`src/rtl/playback_pkg.sv`:
```
// Shared state encoding, default geometry and helpers for the ROM playback sequencer.
package playback_pkg;

   localparam int unsigned BIT_DIV_DEF = 4;
   localparam int unsigned DEPTH_DEF   = 16;
   localparam int unsigned DATA_W_DEF  = 8;

   typedef enum logic [1:0] {
      IDLE  = 2'd0,
      LOAD  = 2'd1,
      SHIFT = 2'd2,
      DONE  = 2'd3
   } state_e;

   // Index of the set bit in a one-hot 4-bit vector (0 when none is set).
   function automatic logic [1:0] onehot_to_idx(input logic [3:0] oh);
      logic [1:0] idx;
      idx = 2'd0;
      for (int i = 0; i < 4; i++) begin
         if (oh[i]) idx = 2'(i);
      end
      return idx;
   endfunction

endpackage

```
`src/rtl/rr_arbiter4.sv`:
```
// Combinational round-robin pick among four requesters, searching upward
// with wrap from the requester after last_grant.
module rr_arbiter4 (
   input  logic [3:0] req,
   input  logic [1:0] last_grant,
   output logic [3:0] gnt_c,
   output logic       valid_c
);

   logic [1:0] idx_c;
   logic       found_c;

   always_comb begin
      gnt_c   = 4'b0000;
      found_c = 1'b0;
      idx_c   = last_grant;
      for (int i = 1; i <= 4; i++) begin
         idx_c = last_grant + 2'(i);
         if (!found_c && req[idx_c]) begin
            gnt_c[idx_c] = 1'b1;
            found_c      = 1'b1;
         end
      end
      valid_c = found_c;
   end

endmodule

```
`src/rtl/rom_playback_sched.sv`:
```
// Four-ROM serial playback sequencer: arbitration, address stepping and MSB-first bit timing.
// Optional PLAYBACK_LOOP_EN: keep wrapping to word 0 while the granted switch stays on.
module rom_playback_sched
   import playback_pkg::*;
#(
   parameter int unsigned BIT_DIV = BIT_DIV_DEF,
   parameter int unsigned DEPTH   = DEPTH_DEF,
   parameter int unsigned ADDR_W  = 4,
   parameter int unsigned DATA_W  = DATA_W_DEF
) (
   input  logic              sysclk,
   input  logic              rst_n,
   input  logic              write,
   input  logic [3:0]        sw,
   input  logic [DATA_W-1:0] rom_data0,
   input  logic [DATA_W-1:0] rom_data1,
   input  logic [DATA_W-1:0] rom_data2,
   input  logic [DATA_W-1:0] rom_data3,
   output logic [ADDR_W-1:0] rom_addr,
   output logic [3:0]        grant,
   output logic              out_bit,
   output logic              busy,
   output logic              done
);

   localparam int unsigned DIV_W = (BIT_DIV > 1) ? $clog2(BIT_DIV) : 1;
   localparam int unsigned CNT_W = (DATA_W > 1) ? $clog2(DATA_W) : 1;

   state_e              state_q, state_d;
   logic [ADDR_W-1:0]   rom_addr_q, rom_addr_d;
   logic [3:0]          grant_q, grant_d;
   logic                out_bit_q, out_bit_d;
   logic                busy_q, busy_d;
   logic                done_q, done_d;
   logic [1:0]          last_grant_q, last_grant_d;
   logic [DATA_W-1:0]   word_q, word_d;
   logic [CNT_W-1:0]    cnt_q, cnt_d;
   logic [DIV_W-1:0]    div_q, div_d;

   logic [3:0]          arb_gnt_c;
   logic                arb_valid_c;
   logic [1:0]          gidx_c;
   logic [DATA_W-1:0]   sel_data_c;
   logic                sel_sw_c;
   logic                more_c;
   logic [ADDR_W-1:0]   addr_next_c;

   rr_arbiter4 u_arb (
      .req        (sw),
      .last_grant (last_grant_q),
      .gnt_c      (arb_gnt_c),
      .valid_c    (arb_valid_c)
   );

   assign gidx_c      = onehot_to_idx(grant_q);
   assign sel_sw_c    = sw[gidx_c];
   assign addr_next_c = (rom_addr_q == ADDR_W'(DEPTH - 1)) ? '0 : rom_addr_q + ADDR_W'(1);

   // Address has already been prefetched at bit 0, so 0 here means the last word just played.
`ifdef PLAYBACK_LOOP_EN
   assign more_c = 1'b1;
`else
   assign more_c = (rom_addr_q != '0);
`endif

   always_comb begin
      unique case (gidx_c)
         2'd0:    sel_data_c = rom_data0;
         2'd1:    sel_data_c = rom_data1;
         2'd2:    sel_data_c = rom_data2;
         default: sel_data_c = rom_data3;
      endcase
   end

   always_comb begin
      state_d      = state_q;
      rom_addr_d   = rom_addr_q;
      grant_d      = grant_q;
      out_bit_d    = out_bit_q;
      busy_d       = busy_q;
      done_d       = 1'b0;
      last_grant_d = last_grant_q;
      word_d       = word_q;
      cnt_d        = cnt_q;
      div_d        = div_q;
      unique case (state_q)
         IDLE: begin
            if (write && arb_valid_c) begin
               state_d    = LOAD;
               grant_d    = arb_gnt_c;
               rom_addr_d = '0;
               busy_d     = 1'b1;
            end
         end
         LOAD: begin
            state_d   = SHIFT;
            word_d    = sel_data_c;
            out_bit_d = sel_data_c[DATA_W-1];
            cnt_d     = CNT_W'(DATA_W - 1);
            div_d     = '0;
         end
         SHIFT: begin
            if (div_q != DIV_W'(BIT_DIV - 1)) begin
               div_d = div_q + DIV_W'(1);
            end else begin
               div_d = '0;
               if (cnt_q != '0) begin
                  cnt_d     = cnt_q - CNT_W'(1);
                  out_bit_d = word_q[cnt_d];
                  if (cnt_q == CNT_W'(1)) rom_addr_d = addr_next_c;
               end else if (sel_sw_c && more_c) begin
                  // Seamless hand-over to the prefetched word.
                  word_d    = sel_data_c;
                  out_bit_d = sel_data_c[DATA_W-1];
                  cnt_d     = CNT_W'(DATA_W - 1);
               end else begin
                  state_d   = DONE;
                  out_bit_d = 1'b0;
                  done_d    = 1'b1;
               end
            end
         end
         DONE: begin
            state_d      = IDLE;
            busy_d       = 1'b0;
            grant_d      = '0;
            last_grant_d = gidx_c;
         end
         default: state_d = IDLE;
      endcase
   end

   always_ff @(posedge sysclk) begin
      if (!rst_n) begin
         state_q      <= IDLE;
         rom_addr_q   <= '0;
         grant_q      <= '0;
         out_bit_q    <= 1'b0;
         busy_q       <= 1'b0;
         done_q       <= 1'b0;
         last_grant_q <= 2'd3;
         word_q       <= '0;
         cnt_q        <= '0;
         div_q        <= '0;
      end else begin
         state_q      <= state_d;
         rom_addr_q   <= rom_addr_d;
         grant_q      <= grant_d;
         out_bit_q    <= out_bit_d;
         busy_q       <= busy_d;
         done_q       <= done_d;
         last_grant_q <= last_grant_d;
         word_q       <= word_d;
         cnt_q        <= cnt_d;
         div_q        <= div_d;
      end
   end

   assign rom_addr = rom_addr_q;
   assign grant    = grant_q;
   assign out_bit  = out_bit_q;
   assign busy     = busy_q;
   assign done     = done_q;

endmodule
```
`config.mk`:
```
export PLATFORM = sky130hd
export DESIGN_NAME = rom_playback_sched
export DESIGN_NICKNAME = d
export VERILOG_FILES = /design/src/rtl/playback_pkg.sv /design/src/rtl/rr_arbiter4.sv /design/src/rtl/rom_playback_sched.sv
export SDC_FILE = /design/constraint.sdc
export NUM_CORES = 1
export LEC_CHECK = 0
export ABC_AREA = 0
export CORE_UTILIZATION = 30
export CTS_BUF_LIST = sky130_fd_sc_hd__clkbuf_4
export CTS_CLUSTER_SIZE = 14
export DETAILED_ROUTE_END_ITERATION = 8
export PLACE_DENSITY_LB_ADDON = 0.15
export REMOVE_ABC_BUFFERS = 1
export SYNTH_ARGS = -nofsm -noshare
export SYNTH_HDL_FRONTEND = slang
export SYNTH_SLANG_ARGS = --single-unit
```
`constraint.sdc`:
```
create_clock -name sysclk -period 6.4 [get_ports sysclk]
set_clock_uncertainty 0.1 [all_clocks]
set_input_delay 0.96 -clock sysclk [delete_from_list [all_inputs] [get_ports sysclk]]
set_output_delay 0.96 -clock sysclk [all_outputs]
set_load 0.01 [all_outputs]
```
==> flow_summary.ini, run 1 <==
[synth]
synth_cell_types = 44
async_reset_ff_share_pct = 0
syn_area_per_cell_um2 = 8.644
yosysMostFrequentCell = dfxtp_1
yosysSeqAreaShare_pct = 28.19
ys_seq_elements = 28
synth_top_flop_cell = dfxtp_1
yosys.area.top_type_share_pct = 28.19
ys_top_cells_by_count = dfxtp_1, nand2_1, o21ai_0
synth_cells = 230
synth_area_leaders = dfxtp_1, ha_1, mux2i_1
syn_area_um2 = 1988
yosys_warnings = 0
yosys.area.top_type = dfxtp_1
synth-edff-count = 0

[drt]
drt_first_pass_iters = 4
drc_errors = 0
antenna_violating_nets_post_route = 0
routedWlPerCell_um = 13.43
drtIter0Drc = 79
vias_per_cell = 5.189
vias = 1811
totalWireLength_um = 4686

[setup_path]
cp.required_ns = 6.52
r2r_slack_ns = 3.81
end_kind = flop
arrival_ns = 3.06
r2r_cells = 5
timing.rr.start = grant[1]
critPathMaxFanout = 8
crit_type = input pin to flop
r2r_end = word_q[6]
critPathLaunchType = input pin

[sta]
setup_viol = 0
hold_violations = 0
period_share_pct = 45.93
rsz0062_at_grt = no
fmax_mhz = 340.2
setup_slack_ns = 3.461
setup-tns-final_ns = 0
slew_violations = 0
fin_crit_ns = 2.939
max_slew_margin_pct = 41.15
tightest_slew_ns = 0.8775

[hold_path]
min_to = div_q[1]
min_from = div_q[1]
holdPathStages = 2
hp-class = flop to flop

[clocking]
cts_root_buffer = clkbuf_4
cts-buffers-inserted = 3
cts_setup_buffers = 0
cts_tree = done
cts_buffer_depth = 2
cts.sinks = 28
cts_resized = 0
clkLatencyLatePin_ns = 0.33
cts_max_level = 1
postCtsHoldBufs = 0
clk_pin_slew_ns = 0.15

[global_route]
grt_overflow = 0
use_met1_pct = 19.59
use_met2_pct = 22.35
grt_pass1_vias = 1645
grt_pass1_wl_um = 7983
use_met3_pct = 2.485
grt_start_max_net_pins = 20
antenna_found_initial = 0
busiest_layer = met2
grtUsageTotal_pct = 13.82

[power_and_ir_drop]
clkPwrFrac_pct = 10.1
intPower_mw = 0.4277
p_sw_mw = 0.3064
power_density_nw_per_um2 = 288.2
irDropWorstVdd_mv = 0.1112
seqPwrFrac_pct = 37.8
power.share.combinational_pct = 52.1
p_sw_share_pct = 41.74
p_leak_nw = 0.9327

[finish]
final_layout_size_suffix_gt1_share_pct = 5.147
num-nets-final = 332
fill_cells = 663
antenna_cells = 0
area_delta_synth_final_pct = 28.13

[placed_design]
port_buffers = 49
gp_congestion = 0.7705
hpwl_um = 3493
pre_cts_ws_ns = 3.152

[floorplanning]
io_pins = 50
die-area_um2 = 6956
rows = 29
die_h_um = 83.41
die_x_um = 83.41
start_util_pct = 31.13
coreArea_um2 = 6386

[run_status]
status = finished, final reports clean

[job]
drv_cap = 0
## worst max-delay path by stage
stage                     startpoint          end  slack [ns]  cells past startpoint
after CTS                   grant[3]     grant[3]        3.48                      1
final                          sw[1]  rom_addr[3]        3.46                      6
after floorplan                sw[1]   state_q[0]        4.05                      5
after detailed placement       sw[1]  rom_addr[3]        3.15                      6
after global routing           sw[1]    word_q[7]        3.28                      6
after global placement         sw[1]    word_q[7]        3.15                      6
## cell usage in the layout, fill, tap and decap left out, types with 12 or more instances in the layout
cell type / instances
nand2_1: 22
o21ai_0: 22
nor2_1: 12
a21oi_1: 18
dfxtp_1: 28
inv_1: 14
clkdlybuf4s50_1: 49
mux2i_1: 16
ha_1: 19
## per-layer routing
layer  wire length (um)  share of wire (%)
met5                  0                  0
met4                 25               0.53
met3                166                3.5
met2               2185                 47
met1               2309                 49
## power groups by stage
stage / clock network (mW) / logic [mW] / registers (mW)
2_1_floorplan: 0 / 0.272 / 0.268
3_3_place_gp: 0 / 0.382 / 0.282
3_5_place_dp: 0 / 0.381 / 0.282
4_1_cts: 0.0770 / 0.383 / 0.279
5_1_grt: 0.0864 / 0.431 / 0.286
6_report: 0.0741 / 0.383 / 0.277
## area by class of cell
class,instances,area [um^2],area share [%]
multi-input cells,178,1325,52.01
flip-flops and latches,28,560.5,22.00
repair buffers,49,490.5,19.25
well taps,77,96.34,3.782
inverters,14,52.55,2.063
clock buffers,3,22.52,0.8841
## stage by stage
| step | total power [mW] | utilization (%) | std cells | hold slack, ns | instance area [um^2] |
|---|---|---|---|---|---|
| floorplan | 0.5409 | - | 220 | 0.3428 | 1938 |
| global placement | 0.6631 | 39.54 | 346 | 0.3532 | 2525 |
| detailed placement | 0.6634 | 39.54 | 346 | 0.3703 | 2525 |
| CTS | 0.7390 | 39.89 | 349 | 0.3901 | 2547 |
| global route | 0.8034 | 39.89 | 349 | 0.4142 | 2547 |
| finish | 0.7341 | 39.89 | 349 | 0.3868 | 2547 |
## registers in the layout, summed over array words and instances, names as in the netlist
signal and cells:
state_q 2, rom_addr 4, word_q 8, div_q 2
grant 4, out_bit 1, last_grant_q 2, done 1
cnt_q 3, busy 1
## cell families (layout without fill, tap and decap cells)
group           after synthesis  after routing  share of synthesized area (%)
mux                          23             23                          14.85
simple gates                 66             66                          16.80
xor+xnor                      1              1                         0.4406
fa+ha+maj                    19             19                          11.96
compound gates               69             69                          22.59
flops                        28             28                          28.19
buf+inv                      24             66                          5.160
## critical path, stage by stage
cell             delay (ns)
clkdlybuf4s50_1        0.52
o41ai_1                0.75
and2_0                 0.38
nor2_1                 0.16
a41oi_1                0.23
a211oi_1               0.07
(Power assumes the default switching activity.)
==> run 2: changes to the inputs <==
clock period = 3.05 ns   (was 6.4 ns; I/O delays follow)
==> run 2 against run 1 <==
- sequential cell count unchanged
- core utilization grew 0.88 points
- first-iteration DRC count up 24%
- setup slack worse by 2.9 ns
- global-route usage shrank 0.11 points
- critical path type is now flop to flop
- critical endpoint is now word_q[0]
- largest cell class unchanged
==> flow_summary.ini, run 2 (synthesis results as in run 1) <==
[run_status]
status = finished, final reports clean

[power_and_ir_drop]
intPower_mw = 0.9120
power_density_nw_per_um2 = 601.3
p_sw_share_pct = 41.75
power.share.combinational_pct = 55.0
p_leak_nw = 0.9690
seqPwrFrac_pct = 34.6
p_sw_mw = 0.6535
clkPwrFrac_pct = 10.5
irDropWorstVdd_mv = 0.2551

[hold_path]
hp-class = flop to flop

[setup_path]
critPathMaxStageDelay_ns = 0.79
critPathLaunchType = flop
crit_type = flop to flop
path_cells = inv_1 > ha_1 > nand3_1 > o31ai_2 > o21ai_0 > a21oi_1
cp.required_ns = 3.23
arrival_ns = 2.69
end_kind = flop
slowest_stage = o31ai_2
critPathMaxFanout = 17

[drt]
drt_first_pass_iters = 4
drtIter0Drc = 98
drc_errors = 0
vias = 1816
antenna_violating_nets_post_route = 0
vias_per_cell = 5.087
totalWireLength_um = 4725
routedWlPerCell_um = 13.24

[sta]
fmax_mhz = 399.2
holdWs_ns = 0.3824
slew_violations = 0
period_share_pct = 82.13
fin_crit_ns = 2.505
setup_viol = 0
setup_slack_ns = 0.5451
tightest_slew_ns = 0.9255
setup-tns-final_ns = 0
max_slew_margin_pct = 37.93
hold_violations = 0
rsz0062_at_grt = no

[floorplanning]
rows = 29
coreArea_um2 = 6386
die_h_um = 83.41
die-area_um2 = 6956
start_util_pct = 31.13
die_x_um = 83.41
io_pins = 50

[placed_design]
pre_cts_ws_ns = 0.3677
placed_cells = 353
gp_congestion = 0.7529
port_buffers = 49
hpwl_um = 3656

[clocking]
cts-buffers-inserted = 3
cts_root_buffer = clkbuf_4
clk_pin_slew_ns = 0.16
clkLatencyLatePin_ns = 0.33
cts_resized = 0
cts_max_level = 1
cts.sinks = 28
cts_setup_buffers = 0
cts_tree = done
cts_buffer_depth = 2
postCtsHoldBufs = 0

[finish]
num-nets-final = 339
antenna_cells = 0
largest_reg_flops = 8
layout_common_cells = clkdlybuf4s50_1, dfxtp_1, nand2_1, o21ai_0, ha_1
fill_cells = 644
stdcell_count = 357
final_common_cell = clkdlybuf4s50_1
regMostFlops = word_q
final_layout_size_suffix_gt1_share_pct = 7.500
area_delta_synth_final_pct = 30.96

[global_route]
grt_pass1_wl_um = 7928
antenna_found_initial = 0
grt_start_max_net_pins = 18
grtUsageTotal_pct = 13.71
grt_pass1_vias = 1652
grt_overflow = 0

[job]
drv_cap = 0
run 2: layout make-up:
class / count / area [um^2] / area share [%]
multi-input combinational: 178 / 1325 / 50.89
clock inverter: 1 / 3.754 / 0.1442
clock buffer: 3 / 22.52 / 0.8650
sequential: 28 / 560.5 / 21.53
inverter: 14 / 52.55 / 2.018
timing repair buffer: 56 / 543.0 / 20.86
tap: 77 / 96.34 / 3.700
run 2: per-stage QoR:
step	area, um^2	power (mW)	util, %
3_3_place_gp	2577	1.406	40.36
2_1_floorplan	1938	1.135	-
4_1_cts	2604	1.577	40.77
6_report	2604	1.566	40.77
5_1_grt	2604	1.713	40.77
3_5_place_dp	2577	1.406	40.36
run 2: critical path: cells and delay by family, from the launching register on:
kind                     cells  cell delay, ns
flip-flops                   1            0.37
buffers and inverters        1            0.12
adder cells (fa/ha/maj)      1            0.54
AO/OA/AOI/OAI                3            1.12
AND/OR/NAND/NOR              1            0.20
run 2: path summary, 6_finish.rpt:
path / startpoint / end / slack, ns / cells after the start
worst max-delay path: state_q[0] / word_q[0] / 0.55 / 6
worst min-delay path: div_q[1] / div_q[1] / 0.38 / 2
worst max register to register: state_q[0] / word_q[0] / 0.55 / 6
worst min register to register: div_q[1] / div_q[1] / 0.38 / 2
run 2: per-layer routing:
| layer | wire length [um] | global-route usage (%) |
|---|---|---|
| met5 | 0 | 0 |
| met4 | 19 | 2.351 |
| met3 | 145 | 2.386 |
| met2 | 2217 | 22.35 |
| met1 | 2343 | 19.14 |
run 2: power by group through the flow:
| stage | clock network, mW | logic (mW) | registers, mW |
|---|---|---|---|
| 3_5_place_dp | 0 | 0.858 | 0.548 |
| 6_report | 0.164 | 0.860 | 0.541 |
| 2_1_floorplan | 0 | 0.572 | 0.563 |
| 4_1_cts | 0.176 | 0.861 | 0.541 |
| 3_3_place_gp | 0 | 0.855 | 0.552 |
| 5_1_grt | 0.185 | 0.970 | 0.558 |
